File: src/rtl/cnn_pkg.sv
// Shared types for the CNN layer datapath: scheduler state encoding and the
// latched configuration bundle passed between the register block and controllers.
package cnn_pkg;

  localparam int CNN_ADDR_W = 16;
  localparam int CNN_DIM_W  = 8;

  typedef enum logic [1:0] {
    IDLE   = 2'd0,
    ISSUE  = 2'd1,
    WAIT   = 2'd2,
    FINISH = 2'd3
  } sched_state_t;

  typedef struct packed {
    logic [CNN_DIM_W-1:0]  rows;
    logic [CNN_DIM_W-1:0]  cols;
    logic [CNN_DIM_W-1:0]  chans;
    logic [CNN_ADDR_W-1:0] in_base;
    logic [CNN_ADDR_W-1:0] w_base;
    logic [CNN_ADDR_W-1:0] out_base;
    logic [CNN_ADDR_W-1:0] col_step;
    logic [CNN_ADDR_W-1:0] row_step;
    logic [CNN_ADDR_W-1:0] w_step;
  } cnn_cfg_t;

endpackage

File: src/rtl/cnn_job_scheduler_if.sv
// Job channel between the layer scheduler (master) and the per-job layer FSM (slave).
interface cnn_job_scheduler_if #(
  parameter int ADDR_W = 16
);
  // Handshake: job_start is a one-cycle issue pulse; the three addresses are
  // stable from that cycle until the next issue. The slave answers every issue
  // with exactly one job_done pulse; the master ignores job_done at other times.
  logic              job_start;
  logic [ADDR_W-1:0] job_in_addr;
  logic [ADDR_W-1:0] job_w_addr;
  logic [ADDR_W-1:0] job_out_addr;
  logic              job_done;

  modport master (
    output job_start, job_in_addr, job_w_addr, job_out_addr,
    input  job_done
  );

  modport slave (
    input  job_start, job_in_addr, job_w_addr, job_out_addr,
    output job_done
  );
endinterface

File: src/rtl/cnn_loop_counter.sv
// Three-level col/row/chan loop counter, column innermost, with last-element
// flag and strobes telling the caller which loop level wraps on this step.
module cnn_loop_counter #(
  parameter int DIM_W = 8
) (
  input  logic             clk,
  input  logic             rst,
  input  logic             clear,
  input  logic             step,
  input  logic [DIM_W-1:0] rows,
  input  logic [DIM_W-1:0] cols,
  input  logic [DIM_W-1:0] chans,
  output logic [DIM_W-1:0] col,
  output logic [DIM_W-1:0] row,
  output logic [DIM_W-1:0] chan,
  output logic             last,
  output logic             row_adv,
  output logic             chan_adv
);

  logic col_end;
  logic row_end;
  logic chan_end;

  assign col_end  = (col  == cols  - DIM_W'(1));
  assign row_end  = (row  == rows  - DIM_W'(1));
  assign chan_end = (chan == chans - DIM_W'(1));
  assign last     = col_end && row_end && chan_end;

  // Strobes qualify the step so the caller can update address accumulators in lockstep.
  assign row_adv  = step && col_end && !row_end;
  assign chan_adv = step && col_end && row_end;

  always_ff @(posedge clk or posedge rst) begin
    if (rst) begin
      col  <= '0;
      row  <= '0;
      chan <= '0;
    end else if (clear) begin
      col  <= '0;
      row  <= '0;
      chan <= '0;
    end else if (step) begin
      if (!col_end) begin
        col <= col + DIM_W'(1);
      end else if (!row_end) begin
        col <= '0;
        row <= row + DIM_W'(1);
      end else begin
        col  <= '0;
        row  <= '0;
        chan <= chan + DIM_W'(1);
      end
    end
  end

endmodule

File: src/rtl/cnn_job_scheduler.sv
// Walks an output feature map one element at a time, issuing one job per
// element to the layer FSM and tracking the input/weight/output addresses.
module cnn_job_scheduler
  import cnn_pkg::*;
#(
  parameter int ADDR_W = 16,
  parameter int DIM_W  = 8
) (
  input  logic                 clk,
  input  logic                 rst,
  input  logic                 start,
  input  logic                 abort,
  input  logic [DIM_W-1:0]     cfg_rows,
  input  logic [DIM_W-1:0]     cfg_cols,
  input  logic [DIM_W-1:0]     cfg_chans,
  input  logic [ADDR_W-1:0]    cfg_in_base,
  input  logic [ADDR_W-1:0]    cfg_w_base,
  input  logic [ADDR_W-1:0]    cfg_out_base,
  input  logic [ADDR_W-1:0]    cfg_col_step,
  input  logic [ADDR_W-1:0]    cfg_row_step,
  input  logic [ADDR_W-1:0]    cfg_w_step,
  cnn_job_scheduler_if.master  job,
  output logic                 busy,
  output logic                 done,
  output logic [3*DIM_W-1:0]   job_count,
  output sched_state_t         state_dbg
);

  sched_state_t      state;
  logic [DIM_W-1:0]  lat_rows, lat_cols, lat_chans;
  logic [ADDR_W-1:0] lat_in_base, lat_col_step, lat_row_step, lat_w_step;
  logic [ADDR_W-1:0] in_addr, in_row_addr, w_addr, out_addr;

  logic              dims_ok;
  logic              cnt_clear;
  logic              cnt_step;
  logic              last;
  logic              row_adv;
  logic              chan_adv;
  logic [DIM_W-1:0]  col, row, chan;
  logic [ADDR_W-1:0] next_row_addr;

  assign dims_ok       = (cfg_rows != '0) && (cfg_cols != '0) && (cfg_chans != '0);
  assign cnt_clear     = (state == IDLE) && start && dims_ok;
  // Abort wins over job_done, and the final job never steps the counters.
  assign cnt_step      = (state == WAIT) && job.job_done && !abort && !last;
  assign next_row_addr = in_row_addr + lat_row_step;

  cnn_loop_counter #(.DIM_W(DIM_W)) u_loop (
    .clk      (clk),
    .rst      (rst),
    .clear    (cnt_clear),
    .step     (cnt_step),
    .rows     (lat_rows),
    .cols     (lat_cols),
    .chans    (lat_chans),
    .col      (col),
    .row      (row),
    .chan     (chan),
    .last     (last),
    .row_adv  (row_adv),
    .chan_adv (chan_adv)
  );

  assign job.job_start    = (state == ISSUE);
  assign job.job_in_addr  = in_addr;
  assign job.job_w_addr   = w_addr;
  assign job.job_out_addr = out_addr;
  assign busy             = (state != IDLE);
  assign done             = (state == FINISH);
  assign state_dbg        = state;

  always_ff @(posedge clk or posedge rst) begin
    if (rst) begin
      state        <= IDLE;
      lat_rows     <= '0;
      lat_cols     <= '0;
      lat_chans    <= '0;
      lat_in_base  <= '0;
      lat_col_step <= '0;
      lat_row_step <= '0;
      lat_w_step   <= '0;
      in_addr      <= '0;
      in_row_addr  <= '0;
      w_addr       <= '0;
      out_addr     <= '0;
      job_count    <= '0;
    end else begin
      case (state)
        IDLE: begin
          if (start) begin
            job_count <= '0;
            if (dims_ok) begin
              lat_rows     <= cfg_rows;
              lat_cols     <= cfg_cols;
              lat_chans    <= cfg_chans;
              lat_in_base  <= cfg_in_base;
              lat_col_step <= cfg_col_step;
              lat_row_step <= cfg_row_step;
              lat_w_step   <= cfg_w_step;
              in_addr      <= cfg_in_base;
              in_row_addr  <= cfg_in_base;
              w_addr       <= cfg_w_base;
              out_addr     <= cfg_out_base;
              state        <= ISSUE;
            end else begin
              state <= FINISH;
            end
          end
        end
        ISSUE: state <= abort ? IDLE : WAIT;
        WAIT: begin
          if (abort) begin
            state <= IDLE;
          end else if (job.job_done) begin
            job_count <= job_count + (3*DIM_W)'(1);
            out_addr  <= out_addr + ADDR_W'(1);
            if (last) begin
              state <= FINISH;
            end else begin
              state <= ISSUE;
              if (chan_adv) begin
                in_addr     <= lat_in_base;
                in_row_addr <= lat_in_base;
                w_addr      <= w_addr + lat_w_step;
              end else if (row_adv) begin
                in_row_addr <= next_row_addr;
                in_addr     <= next_row_addr;
              end else begin
                in_addr <= in_addr + lat_col_step;
              end
            end
          end
        end
        FINISH:  state <= IDLE;
        default: state <= IDLE;
      endcase
    end
  end

  logic unused_cnt;
  assign unused_cnt = ^{col, row, chan};

endmodule

File: src/flat_wrapper.sv
// flat-port wrapper written by rule: the top's interface ports become plain ports
module cnn_job_scheduler_flat import cnn_pkg::*;
#(
  parameter int ADDR_W = 16,
  parameter int DIM_W  = 8
)
  (clk, rst, start, abort, cfg_rows, cfg_cols, cfg_chans, cfg_in_base, cfg_w_base, cfg_out_base, cfg_col_step, cfg_row_step, cfg_w_step, busy, done, job_count, state_dbg, job_job_start, job_job_in_addr, job_job_w_addr, job_job_out_addr, job_job_done);
  cnn_job_scheduler_if #(.ADDR_W(ADDR_W)) job_i ();
  input  logic clk;
  input  logic rst;
  input  logic start;
  input  logic abort;
  input  logic [DIM_W-1:0] cfg_rows;
  input  logic [DIM_W-1:0] cfg_cols;
  input  logic [DIM_W-1:0] cfg_chans;
  input  logic [ADDR_W-1:0] cfg_in_base;
  input  logic [ADDR_W-1:0] cfg_w_base;
  input  logic [ADDR_W-1:0] cfg_out_base;
  input  logic [ADDR_W-1:0] cfg_col_step;
  input  logic [ADDR_W-1:0] cfg_row_step;
  input  logic [ADDR_W-1:0] cfg_w_step;
  output logic busy;
  output logic done;
  output logic [3*DIM_W-1:0] job_count;
  output sched_state_t state_dbg;
  output wire logic [$bits(job_i.job_start)-1:0] job_job_start;
  output wire logic [$bits(job_i.job_in_addr)-1:0] job_job_in_addr;
  output wire logic [$bits(job_i.job_w_addr)-1:0] job_job_w_addr;
  output wire logic [$bits(job_i.job_out_addr)-1:0] job_job_out_addr;
  input wire logic [$bits(job_i.job_done)-1:0] job_job_done;
  assign job_job_start = job_i.job_start;
  assign job_job_in_addr = job_i.job_in_addr;
  assign job_job_w_addr = job_i.job_w_addr;
  assign job_job_out_addr = job_i.job_out_addr;
  assign job_i.job_done = job_job_done;
  cnn_job_scheduler #(.ADDR_W(ADDR_W), .DIM_W(DIM_W)) u_core (.clk(clk), .rst(rst), .start(start), .abort(abort), .cfg_rows(cfg_rows), .cfg_cols(cfg_cols), .cfg_chans(cfg_chans), .cfg_in_base(cfg_in_base), .cfg_w_base(cfg_w_base), .cfg_out_base(cfg_out_base), .cfg_col_step(cfg_col_step), .cfg_row_step(cfg_row_step), .cfg_w_step(cfg_w_step), .job(job_i), .busy(busy), .done(done), .job_count(job_count), .state_dbg(state_dbg));
endmodule
File: config.mk
export PLATFORM = sky130hd
export DESIGN_NAME = cnn_job_scheduler_flat
export DESIGN_NICKNAME = d
export VERILOG_FILES = /design/src/rtl/cnn_pkg.sv /design/src/rtl/cnn_job_scheduler_if.sv /design/src/rtl/cnn_loop_counter.sv /design/src/rtl/cnn_job_scheduler.sv /design/src/flat_wrapper.sv
export SDC_FILE = /design/constraint.sdc
export NUM_CORES = 1
export LEC_CHECK = 0
export ABC_AREA = 1
export BUFFER_PORTS_ARGS = -buffer_cell sky130_fd_sc_hd__buf_2
export CAP_MARGIN = 20
export CORE_ASPECT_RATIO = 1.2
export CORE_MARGIN = 1.5
export CORE_UTILIZATION = 40
export DETAILED_ROUTE_END_ITERATION = 8
export GPL_TIMING_DRIVEN = 0
export PLACE_DENSITY = 0.62
export SLEW_MARGIN = 20
export SYNTH_ARGS = -nofsm -noshare
export SYNTH_HDL_FRONTEND = slang
export SYNTH_SLANG_ARGS = --single-unit
File: constraint.sdc
create_clock -name clk -period 12.8 [get_ports clk]
set_clock_uncertainty 0.1 [all_clocks]
set_input_delay 2.56 -clock clk [delete_from_list [all_inputs] [get_ports clk]]
set_output_delay 2.56 -clock clk [all_outputs]
set_load 0.02 [all_outputs]
==> results.md, run 1 <==
* CP delay by family, top: buffers and inverters
* CP required at 13170 ps
* Sequential-to-total area share from yosys stat at 0.396
* Period minus WS final at 4920 ps
* Yosys Warn Count at 0
* Count of buffers from port buffering at between 200 and 250
* Grt ovf at 0
* Cells after DPL at ~2400
* Critical path cell sequence: buf_2 -> nor4_1 -> a22oi_1 -> nand2_1 -> nor2_1 -> inv_2 -> clkbuf_1 -> buf_1 -> nand2_1 -> nand2_1
* FF-to-FF path depth at 12
* Total area of sequential cells at 5050 µm²
* Yosys top cell by area: dfrtp_1
* Layout cells sized above 1 at 0.154
* Final std cells w/o fill at 2439
* Pwr/cell area at between 200 and 300 nW/µm²
* Number of synthesized register bits at between 200 and 250
* Synth area leaders: dfrtp_1 40%, nand2_1 17%, nor2_1 5.6%
* Routability congestion estimate at 0.889
* Fillers at approximately 3200
* Met3 usage at 0.0505
* Top Usage Layer GRT: met2
* Final worst-path cycle share at 0.384
* Share of the synthesized area in the top cell type at 0.396
* Wirelength, routed at ~39 mm
* CP Max Fanout at 10
* Data arrival time of the critical path at around 5300 ps
* RSZ-0062 raised after global routing: no
* Root Buffer: clkbuf_16
* Max-cap violations at 0
* Starting Density at 0.407
* Async set or reset register ratio after synthesis at 1.00
* Clk network pwr share at 0.182
* Core ar. at 31400 µm²
* Post-CTS Setup Inserts at 0
* Vias in the first global route at 12000
* Die Span Y at between 150 and 200 µm
* Sequential Power Share at 0.271
* Via count at approximately 12000
* TNS Setup at 0 ps
* Setup violations, final at 0
* Clock tree sinks at approximately 200
* Worst IR Drop VDD at 0.117 mV
* Core Rows at 71
* Global-route wire length before repair at about 62 mm
* Logic pwr share at 0.547
* WHS Path Cells at 2
* Sw Pwr at slightly below 2000 µW
* Slowest CP cell: clkbuf_1
* FMAX at approximately 200 MHz
* Synth Area per Inst at around 7.1 µm²
* Fin. max-slew vios at 0
* Multi-input gate area at around 6800 µm²
* Post-Syn Instances at about 1800
* Die Wd at approximately 170 µm
* Startpoint Class: input pin
* Number of I/O pins at 202
* Most common cell on crit path: nand2_1
* Top FF cell, synth: dfrtp_1
* Grt met2 use at 0.404
* Drt pass-1 iters at 5
* Min-Delay Path Class: register to register
* R2R setup slack at slightly below 10000 ps
* Area growth syn-to-layout at 19.1%
* Die ar. at approximately 33000 µm²
* Status: finished clean
* Post-DP HPWL at slightly above 30 mm
* Post-DR wirelength/cell at between 15 and 20 µm
* CTS tree: built
* PostCTS Resize Cnt at 0
* Drt drc at 0
* Slew @ Worst Pin at between 800 and 900 ps
* Largest net degree at the start of global routing at roughly 90
* Sw Ratio at 0.477
* Initial detailed-routing violation count at 657
* Cell Area, Synth at approximately 13000 µm²
* H-tree levels at 1
* Unique masters post-synth at 54
* Post-synth EDFFs at 0
* WP buf/inv at 4
* Gr usage total at 0.237
* Num CTS Buffers at 24
* Final #Nets at 2197
* Mapped Nets at 1968
* Slew headroom at 0.409
* P_int at 2160 µW
* Clock-pin slew of the registers on the worst-case setup and hold paths at around 60 ps
* Final ANT Viol Nets at 0
* Worst skew pair latency at approximately 530 ps
* Critical Path End Type: register
* WS Path Type: input pin to register
* Leakage at 0.00778 µW
* Via density at 5.11
* Initial antenna violation count at 8
* Final Hold Viols at 0
* CP max stage delay at ~640 ps
* Max clock buf depth at 3
* Hold Buf Count CTS at 0
* Met1 usage at 0.297
* CP Depth at 10
* Util after Layout at 0.485
## layer usage
layer  share of wire  wire length, µm  up-vias
met1            0.43            16700     5747
met3           0.068             2670       66
met4           0.031             1200       10
met5          0.0016               61        -
li1                -                -     6284
met2            0.47            18300      345
## worst register-to-register path: stages (launching register included)
cell,delay (ps)
dfrtp_1,420
ha_1,210
inv_1,60
fa_1,400
o21ai_0,400
a21oi_1,170
o21ai_0,310
nand3_1,110
nand2_1,90
xnor2_1,120
nor2_1,70
nor2_1,240
nor2_1,90
## registers in the layout, indices dropped and copies added, names as in the netlist
register                 flops
u_core.u_loop.row            8
u_core.lat_cols              8
u_core.job_count            24
u_core.in_row_addr          16
u_core.u_loop.chan           8
u_core.state_dbg             2
u_core.lat_w_step           16
u_core.lat_in_base          16
u_core.lat_row_step         16
u_core.job.job_w_addr       16
u_core.lat_col_step         16
u_core.lat_rows              8
u_core.u_loop.col            8
u_core.lat_chans             8
u_core.job.job_in_addr      16
u_core.job.job_out_addr     16
## kinds of logic (layout without fill, tap and decap cells)
kind of cell / count (synthesis) / in the layout / share of synthesized area
buf+inv: 236 / 483 / 0.0739
xor+xnor: 46 / 46 / 0.0316
other cells: 0 / 4 / 0
simple gates: 964 / 964 / 0.319
flops: 202 / 202 / 0.396
compound gates: 283 / 283 / 0.122
fa+ha+maj: 56 / 56 / 0.0567
## worst paths after layout
kind                                              from                    endpoint
min in group asynchronous                          rst       u_core.lat_w_step[11]
worst max register to register  u_core.lat_row_step[0]  u_core.job.job_in_addr[12]
max in group asynchronous                          rst     u_core.lat_col_step[11]
worst max-delay path                       cfg_cols[1]        u_core.lat_w_step[3]
worst min-delay path            u_core.lat_in_base[10]      u_core.lat_in_base[10]
worst min register to register  u_core.lat_in_base[10]      u_core.lat_in_base[10]
## synthesized netlist by cell type, types with 15 or more instances
cell / instances
clkbuf_1: 24
nand2_1: 564
dfrtp_1: 202
a21oi_1: 92
ha_1: 53
nor3_1: 24
a31oi_1: 15
nor2_1: 190
nand4_1: 26
xor2_1: 32
o21ai_0: 111
inv_1: 171
nand3_1: 107
## final cells by class
| type | count | share of cell area |
|---|---|---|
| inverters | 185 | 0.0464 |
| repair buffers | 203 | 0.0698 |
| clock inverters | 10 | 0.0101 |
| multi-input cells | 1349 | 0.445 |
| plain buffers | 51 | 0.0161 |
| clock buffers | 34 | 0.0467 |
| diodes | 4 | 0.000658 |
| well taps | 401 | 0.0330 |
| flip-flops and latches | 202 | 0.332 |
## power groups by stage
stage / logic (µW) / registers, µW / clock network, µW
2_1_floorplan: 1590 / 1160 / 0
3_3_place_gp: 2220 / 1130 / 0
3_5_place_dp: 2250 / 1130 / 0
4_1_cts: 2260 / 1120 / 768
5_1_grt: 2580 / 1160 / 793
6_report: 2260 / 1120 / 751
## cells in the final DEF, fill, tap and decap left out, types with 7 or more instances in the layout
master / n
clkbuf_16: 25
nor2_1: 190
buf_2: 213
o22ai_1: 8
xor2_1: 32
or2_2: 9
o21ai_0: 111
a31oi_1: 15
inv_1: 170
dfrtp_1: 202
a21oi_1: 92
nor2_2: 7
clkbuf_1: 28
inv_2: 11
ha_1: 53
nor4_1: 10
nor3_1: 24
buf_1: 8
nand3_1: 107
xnor2_1: 14
nand2_1: 564
nand3b_1: 8
o21ai_1: 14
nand4_1: 26
## per-stage QoR
step | hold slack, ps | area (µm²) | setup slack (ps) | total power [µW]
floorplan | 342 | 12800 | 4630 | 2750
global placement | 353 | 14300 | 1890 | 3340
detailed placement | 359 | 14300 | 7250 | 3380
CTS | 374 | 15200 | 7770 | 4150
global route | 393 | 15200 | 7640 | 4540
finish | 374 | 15200 | 7880 | 4140
(Power assumes the default switching activity.)
==> inputs of run 2 (changes only) <==
Clock period 12.8 ns to 4.6 ns, I/O delays scaled along.
==> run 2 against run 1 <==
Net effect:
- die area is the same
- non-clock buffer count rose by 4
- register-to-register slack worse by 8200 ps
- core utilization increased by 0.20 points
- largest power group unchanged
==> results.md, run 2 (synthesized netlist as in run 1, its figures left out) <==
* Finished Cell Area at 15300 µm² (+0.40%)
* Pre-CTS setup slack at 763 ps (-6480 ps)
* Num CTS Buffers at 25 (+4.2%)
* Root Buffer: clkbuf_16
* Pwr/cell area at 756 nW/µm² (+180%)
* Worst skew pair latency at 540 ps (about the same)
* Most common cell on crit path: nand2_1
* CP delay by family, top: buffers and inverters
* Final worst-path cycle share at 0.687
* Via count at 12500 (+0.39%)
* Largest net degree at the start of global routing at 34 (-61%)
* Leakage at 0.00781 µW (+0.45%)
* Max reg flops at 24 (unchanged)
* Hold_ws at 375 ps (+1.71 ps)
* WP buf/inv at 4 (unchanged)
* Wirelength, routed at 39.4 mm (+1.2%)
* R2R setup slack at 1640 ps (-8240 ps)
* Commonest non-fill, non-tap cell in the layout: nand2_1
* Die Wd at 166 µm (unchanged)
* Count of buffers from port buffering at 201 (unchanged)
* Util after Layout at 0.487 (+0.00195)
* Die Span Y at 199 µm (unchanged)
* Placement Cell Area at 14400 µm² (+0.43%)
* CTS tree: built
* Grt ovf at 0 (unchanged)
* Post-DP HPWL at 30.8 mm (+1.9%)
* Drt pass-1 iters at 7 (+2)
* Critical Path End Type: register
* FMAX at ~320 MHz
* RSZ-0062 raised after global routing: no
* Most frequent cells in the layout: 564 x nand2_1, 213 x buf_2, 202 x dfrtp_1
* Layout cells sized above 1 at 0.157 (+0.00347)
* Initial detailed-routing violation count at 649 (-1.2%)
* Status: finished clean
* Final #Nets at 2202 (+0.23%)
* Max-cap violations at 0 (unchanged)
* Routability congestion estimate at 0.881 (-0.83%)
* Initial antenna violation count at 11 (+3)
* Data arrival time of the critical path at 3530 ps (-1760 ps)
* PostCTS Resize Cnt at 0 (unchanged)
* Number of I/O pins at 202 (unchanged)
* Post-CTS Setup Inserts at 0 (unchanged)
* Reg with most FFs: u_core.job_count
* Vias in the first global route at 12200 (+2.4%)
* Antenna diode count at 0 (-4)
* Starting Density at 0.407 (unchanged)
* Die ar. at 33000 µm² (unchanged)
* Worst IR Drop VDD at 0.337 mV (+190%)
* Hold Buf Count CTS at 0 (unchanged)
* Drt drc at 0 (unchanged)
* Area growth syn-to-layout at 19.6%
* Gr usage total at 0.238 (+0.00160)
* Clock tree sinks at 202 (unchanged)
* Post-DR wirelength/cell at 16.1 µm (+1.1%)
* Setup violations, final at 0 (unchanged)
* Min-Delay Path Class: register to register
* Slew @ Worst Pin at 933 ps (+45.9 ps)
* Slew headroom at 0.378 (-0.0306)
* TNS Setup at 0 ps (unchanged)
* Fin. max-slew vios at 0 (unchanged)
* WS Path Type: input pin to register
* Final ANT Viol Nets at 0 (unchanged)
* CP Max Fanout at 10 (unchanged)
* Via density at 5.12 (+0.30%)
* CP required at 4970 ps (-8200 ps)
* Fillers at 3196 (-1.6%)
* Clock-pin slew of the registers on the worst-case setup and hold paths at 50 ps (about the same)
* Final worst setup slack at 1440 ps (-6440 ps)
* H-tree levels at 1 (unchanged)
* Slowest CP cell: clkbuf_1
* Period minus WS final at ~3200 ps
* Global-route wire length before repair at 62.9 mm (+1.2%)
* Core ar. at 31400 µm² (unchanged)
* Final Hold Viols at 0 (unchanged)
* CP max stage delay at 530 ps (-110 ps)
* Max clock buf depth at 3 (unchanged)
* Core Rows at 71 (unchanged)
* Critical path cell sequence: buf_2 -> nor4_1 -> a22oi_1 -> nand2_1 -> nor2_1 -> inv_2 -> clkbuf_1 -> buf_1 -> nand2_1 -> nand2_1
* Startpoint Class: input pin
-- run 2: cell types whose count changed in the layout (fill, tap and decap cells not counted), sizes merged --
cell      delta
buf          +4
diode        -4
bufinv       -2
clkinvlp     +1
clkinv       -1
inv          +1
clkbuf       +3
-- run 2: final timing paths --
kind | cells after the start | endpoint | from
worst min-delay path | 2 | u_core.lat_w_step[3] | u_core.lat_w_step[3]
worst max-delay path | 10 | u_core.lat_w_step[4] | cfg_cols[1]
worst max register to register | 12 | u_core.job.job_in_addr[12] | u_core.lat_row_step[0]
worst min register to register | 2 | u_core.lat_w_step[3] | u_core.lat_w_step[3]
max in group asynchronous | 6 | u_core.lat_col_step[7] | rst
min in group asynchronous | 2 | u_core.lat_w_step[5] | rst
-- run 2: area by class of cell --
class                      count  area, µm²  share of cell area
inverter                     185        702              0.0460
sequential                   202       5050               0.331
buffer                        51        245              0.0161
timing repair buffer         207       1130              0.0738
clock inverter                 9        103             0.00672
clock buffer                  37        771              0.0505
tap                          401        502              0.0329
multi-input combinational   1349       6760               0.443
-- run 2: metrics by stage --
| stage | instances | power, µW |
|---|---|---|
| 2_1_floorplan | 1787 | 7640 |
| 3_3_place_gp | 2389 | 9300 |
| 3_5_place_dp | 2395 | 9410 |
| 4_1_cts | 2441 | 11600 |
| 5_1_grt | 2441 | 12600 |
| 6_report | 2441 | 11500 |
-- run 2: where the power goes --
| group | total [µW] | switching [µW] | internal, µW |
|---|---|---|---|
| Combinational | 6320 | 4080 | 2240 |
| Clock | 2090 | 818 | 1270 |
| Sequential | 3130 | 644 | 2480 |
| Total | 11500 | 5540 | 5990 |
-- run 2: metal layers --
metal  track usage  vias up  share of wire  routed length [µm]
li1              -     6283              -                   -
met1         0.291     5799           0.43               16800
met2         0.415      316           0.48               18800
met3        0.0581       82          0.068                2690
met4        0.0751       20          0.024                 930
met5             0        -         0.0032                 126
-- run 2: worst reg2reg max path, delay by kind of cell, from the launching register on --
family	cells	cell delay, ps
buffers and inverters	1	60
and+or+nand+nor	5	580
xor gates and xnor gates	1	130
adders and majority gates	2	620
DFF	1	440
AOI/OAI and AO/OA	3	900
==> inputs of run 3 (changes only) <==
Settings changed: ABC_AREA 1 to 0, PLACE_DENSITY 0.62 to 0.64.
Clock period 4.6 ns to 2.9 ns, I/O delays scaled along.
==> run 3 against run 2 <==
Net effect:
- the run now ends with negative setup slack left
- wire length up 2.1%
- area after synthesis down 6.4%
- largest power group unchanged
- via count decreased by 6.0%
- combinational power barely moved
- final area grew 7.2%
- worst hold slack worse by 370 ps
- die area down 6.3%
- clock power increased by 58%
- critical path depth grew 2
- core utilization is 6.8 points higher
==> results.md, run 3 <==
* Wl on met1 at 16.4 mm (-2.5%)
* Global-route wire length before repair at 60.2 mm (-4.4%)
* Hold Buf Count CTS at 0 (unchanged)
* Clock tree sinks at 202 (unchanged)
* Top-count cell post-synth: nand2_1
* Top Metal Used: met5
* Drt drc at 0 (unchanged)
* Most frequent cells in the layout: 310 x nand2_1, 201 x buf_2, 198 x dfrtp_1
* Share of the synthesized area in the top cell type at 0.423 (+0.0269)
* Yosys top cell by area: dfrtp_1
* Initial detailed-routing violation count at 709 (+9.2%)
* Critical path cell sequence: buf_6 -> or4_1 -> mux2i_1 -> o21ai_2 -> a2111oi_4 -> a2111oi_4 -> buf_6 -> nor2_4 -> nand2_4 -> bufbuf_16 -> a21oi_4 -> a2bb2oi_1
* FMAX at around 320 MHz
* Setup violations, final at 64 (+64)
* Final worst setup slack at -268 ps (-1710 ps)
* Violated checks: negative setup slack
* Commonest non-fill, non-tap cell in the layout: nand2_1
* Slowest CP cell: or4_1
* Met2 wire length at 19.6 mm (+4.3%)
* Crit. Startpoint: u_core.lat_chans[1]
* Vias in the first global route at 11200 (-8.4%)
* Gr usage total at 0.245 (+0.00677)
* RSZ-0062 raised after global routing: yes
* Layout cells sized above 1 at 0.291 (+0.133)
* WP buf/inv at 3 (-1)
* Worst skew pair latency at 530 ps (about the same)
* WL met3 at 2.61 mm (-2.9%)
* Wirelength, routed at 40.3 mm (+2.1%)
* Core ar. at 29500 µm² (-5.8%)
* Routability congestion estimate at 0.889 (+0.82%)
* FF-to-FF path depth at 12 (unchanged)
* CP Depth at 12 (+2)
* Post-Syn Instances at 1399 (-22%)
* Root Buffer: clkbuf_16
* Slew @ Worst Pin at 844 ps (-89.0 ps)
* Final Hold Viols at 0 (unchanged)
* Synth area leaders: dfrtp_1 42%, nand2_1 10%, ha_1 5.5%
* Pwr/cell area at 840 nW/µm² (+11%)
* Max clock buf depth at 3 (unchanged)
* Grt ovf at 0 (unchanged)
* Util after Layout at 0.554 (+0.0676)
* Via density at 5.55 (+8.4%)
* Count of buffers from port buffering at 201 (unchanged)
* CP Max Fanout at 5 (-5)
* Worst R2R Start: u_core.lat_chans[1]
* CP max stage delay at 480 ps (-50 ps)
* Status: complete, but fails checks
* Post-DP HPWL at 27.3 mm (-11%)
* Largest net degree at the start of global routing at 35 (+2.9%)
* Area growth syn-to-layout at 37.0%
* Fin. max-slew vios at 0 (unchanged)
* Capturing point of the worst reg2reg path: u_core.job.job_in_addr[1]
* Clock-pin slew of the registers on the worst-case setup and hold paths at 60 ps (about the same)
* Drt pass-1 iters at 5 (-2)
* Period minus WS final at ~3200 ps
* Via count at 11700 (-6.0%)
* Worst IR Drop VDD at 0.549 mV (+63%)
* Die Span Y at 192 µm (-3.2%)
* Synth cell count leaders: 326 x nand2_1, 202 x dfrtp_1, 115 x nor2_1
* Initial antenna violation count at 2 (-9)
* Reg with most FFs: u_core.job_count
* Top FF cell, synth: dfrtp_1
* R2R setup slack at -270 ps (-1910 ps)
* Leakage at 0.00772 µW (-1.2%)
* Final ANT Viol Nets at 0 (unchanged)
* Slew headroom at 0.437 (+0.0593)
* Max reg flops at 24 (unchanged)
* Yosys Warn Count at 0 (unchanged)
* Number of synthesized register bits at 202 (unchanged)
* Critical Path End Type: register
* Post-DR wirelength/cell at 19.0 µm (+18%)
* CP delay by family, top: compound AO/OA/AOI/OAI gates
* H-tree levels at 1 (unchanged)
* Async set or reset register ratio after synthesis at 1.00 (unchanged)
* Post-synth EDFFs at 0 (unchanged)
* CTS tree: built
* Synth Area per Inst at 8.54 µm² (+20%)
* Worst setup path endpoint: u_core.job.job_in_addr[1]
* Number of I/O pins at 202 (unchanged)
* Unique masters post-synth at 80 (+48%)
* Data arrival time of the critical path at 3520 ps (about the same)
* Num CTS Buffers at 24 (-4.0%)
* Cell Area, Synth at 12000 µm² (-6.4%)
* Final #Nets at 1891 (-14%)
* CP required at 3250 ps (-1720 ps)
* Startpoint Class: register
* Sequential-to-total area share from yosys stat at 0.423 (+0.0269)
* WS Path Type: register to register
* TNS Setup at -10980 ps (-10980 ps)
* Starting Density at 0.405 (-0.00224)
* Core Rows at 69 (-2.8%)
* Total power at 13800 µW (+19%)
* Die Wd at 161 µm (-3.2%)
* Mapped Nets at 1580 (-20%)
* Max-cap violations at 0 (unchanged)
* Min-Delay Path Class: input pin to asynchronous set/reset pin
* Final worst-path cycle share at 1.09
* Die ar. at 30900 µm² (-6.3%)
==> run 3: logic make-up (layout without fill, tap and decap cells) <==
family | after synthesis | after routing | synth area share
AO/OA/AOI/OAI | 332 | 332 | 0.182
XOR/XNOR | 78 | 78 | 0.0572
adder cells (fa/ha/maj) | 56 | 56 | 0.0605
buffers and inverters | 96 | 423 | 0.0348
flip-flops | 202 | 202 | 0.423
multiplexers | 4 | 4 | 0.00346
other | 0 | 1 | 0
AND/OR/NAND/NOR | 631 | 631 | 0.239
==> run 3: worst min path at each step <==
stage                     cells past startpoint                endpoint  slack (ps)                    from
after global routing                          2     u_core.lat_chans[4]          40                     rst
after detailed placement                      2   u_core.lat_in_base[9]         360   u_core.lat_in_base[9]
final                                         2      u_core.lat_cols[3]           8                     rst
after global placement                        2   u_core.lat_in_base[4]         360   u_core.lat_in_base[4]
after CTS                                     2      u_core.lat_cols[5]          20                     rst
after floorplan                               2  u_core.lat_in_base[11]         350  u_core.lat_in_base[11]
==> run 3: worst reg2reg max path: cells and delay by family, from the launching register on <==
kind | cells | cell delay, ps
multiplexers | 1 | 200
buffers and inverters | 3 | 590
flip-flops | 1 | 400
AO/OA/AOI/OAI | 5 | 1000
AND/OR/NAND/NOR | 3 | 820
==> run 3: per-layer routing <==
layer | GRT usage | vias to the layer above
met1 | 0.305 | 5652
met4 | 0.106 | 2
met2 | 0.428 | 471
met5 | 0 | -
met3 | 0.0318 | 93
li1 | - | 5531
==> run 3: what timing repair did <==
action | 4_1_cts | 5_1_grt
buffers inserted | 47 | 29
endpoints found under the hold margin | 0 | 0
pin swaps | 40 | 62
cloned | 5 | 5
gates resized for setup | 122 | 139
endpoints found under the setup margin | 188 | 97
==> run 3: cell type report <==
type	instances	area [µm²]
Tap cell	390	488
Clock buffer	32	662
Multi-Input combinational cell	1101	7340
Timing Repair Buffer	291	2090
Inverter	32	124
Fill cell	2667	13200
Sequential cell	202	5060
Clock inverter	10	183
Buffer	58	424
Antenna cell	1	2.50
==> run 3: where the power goes <==
part           switching (µW)  internal [µW]  leakage (µW)
sequential                672           3480       0.00250
clock                    1260           2040      0.000401
combinational            3560           2750       0.00481
==> run 3: per-stage QoR <==
stage	setup WS [ps]	instances	cell area (µm²)	hold WS [ps]
6_report	-268	2117	16400	7.97
5_1_grt	-383	2117	16400	36.8
4_1_cts	-209	2089	15500	17.8
3_5_place_dp	-764	1996	13600	364
3_3_place_gp	-1860	1990	13500	359
2_1_floorplan	-396	1399	12000	347
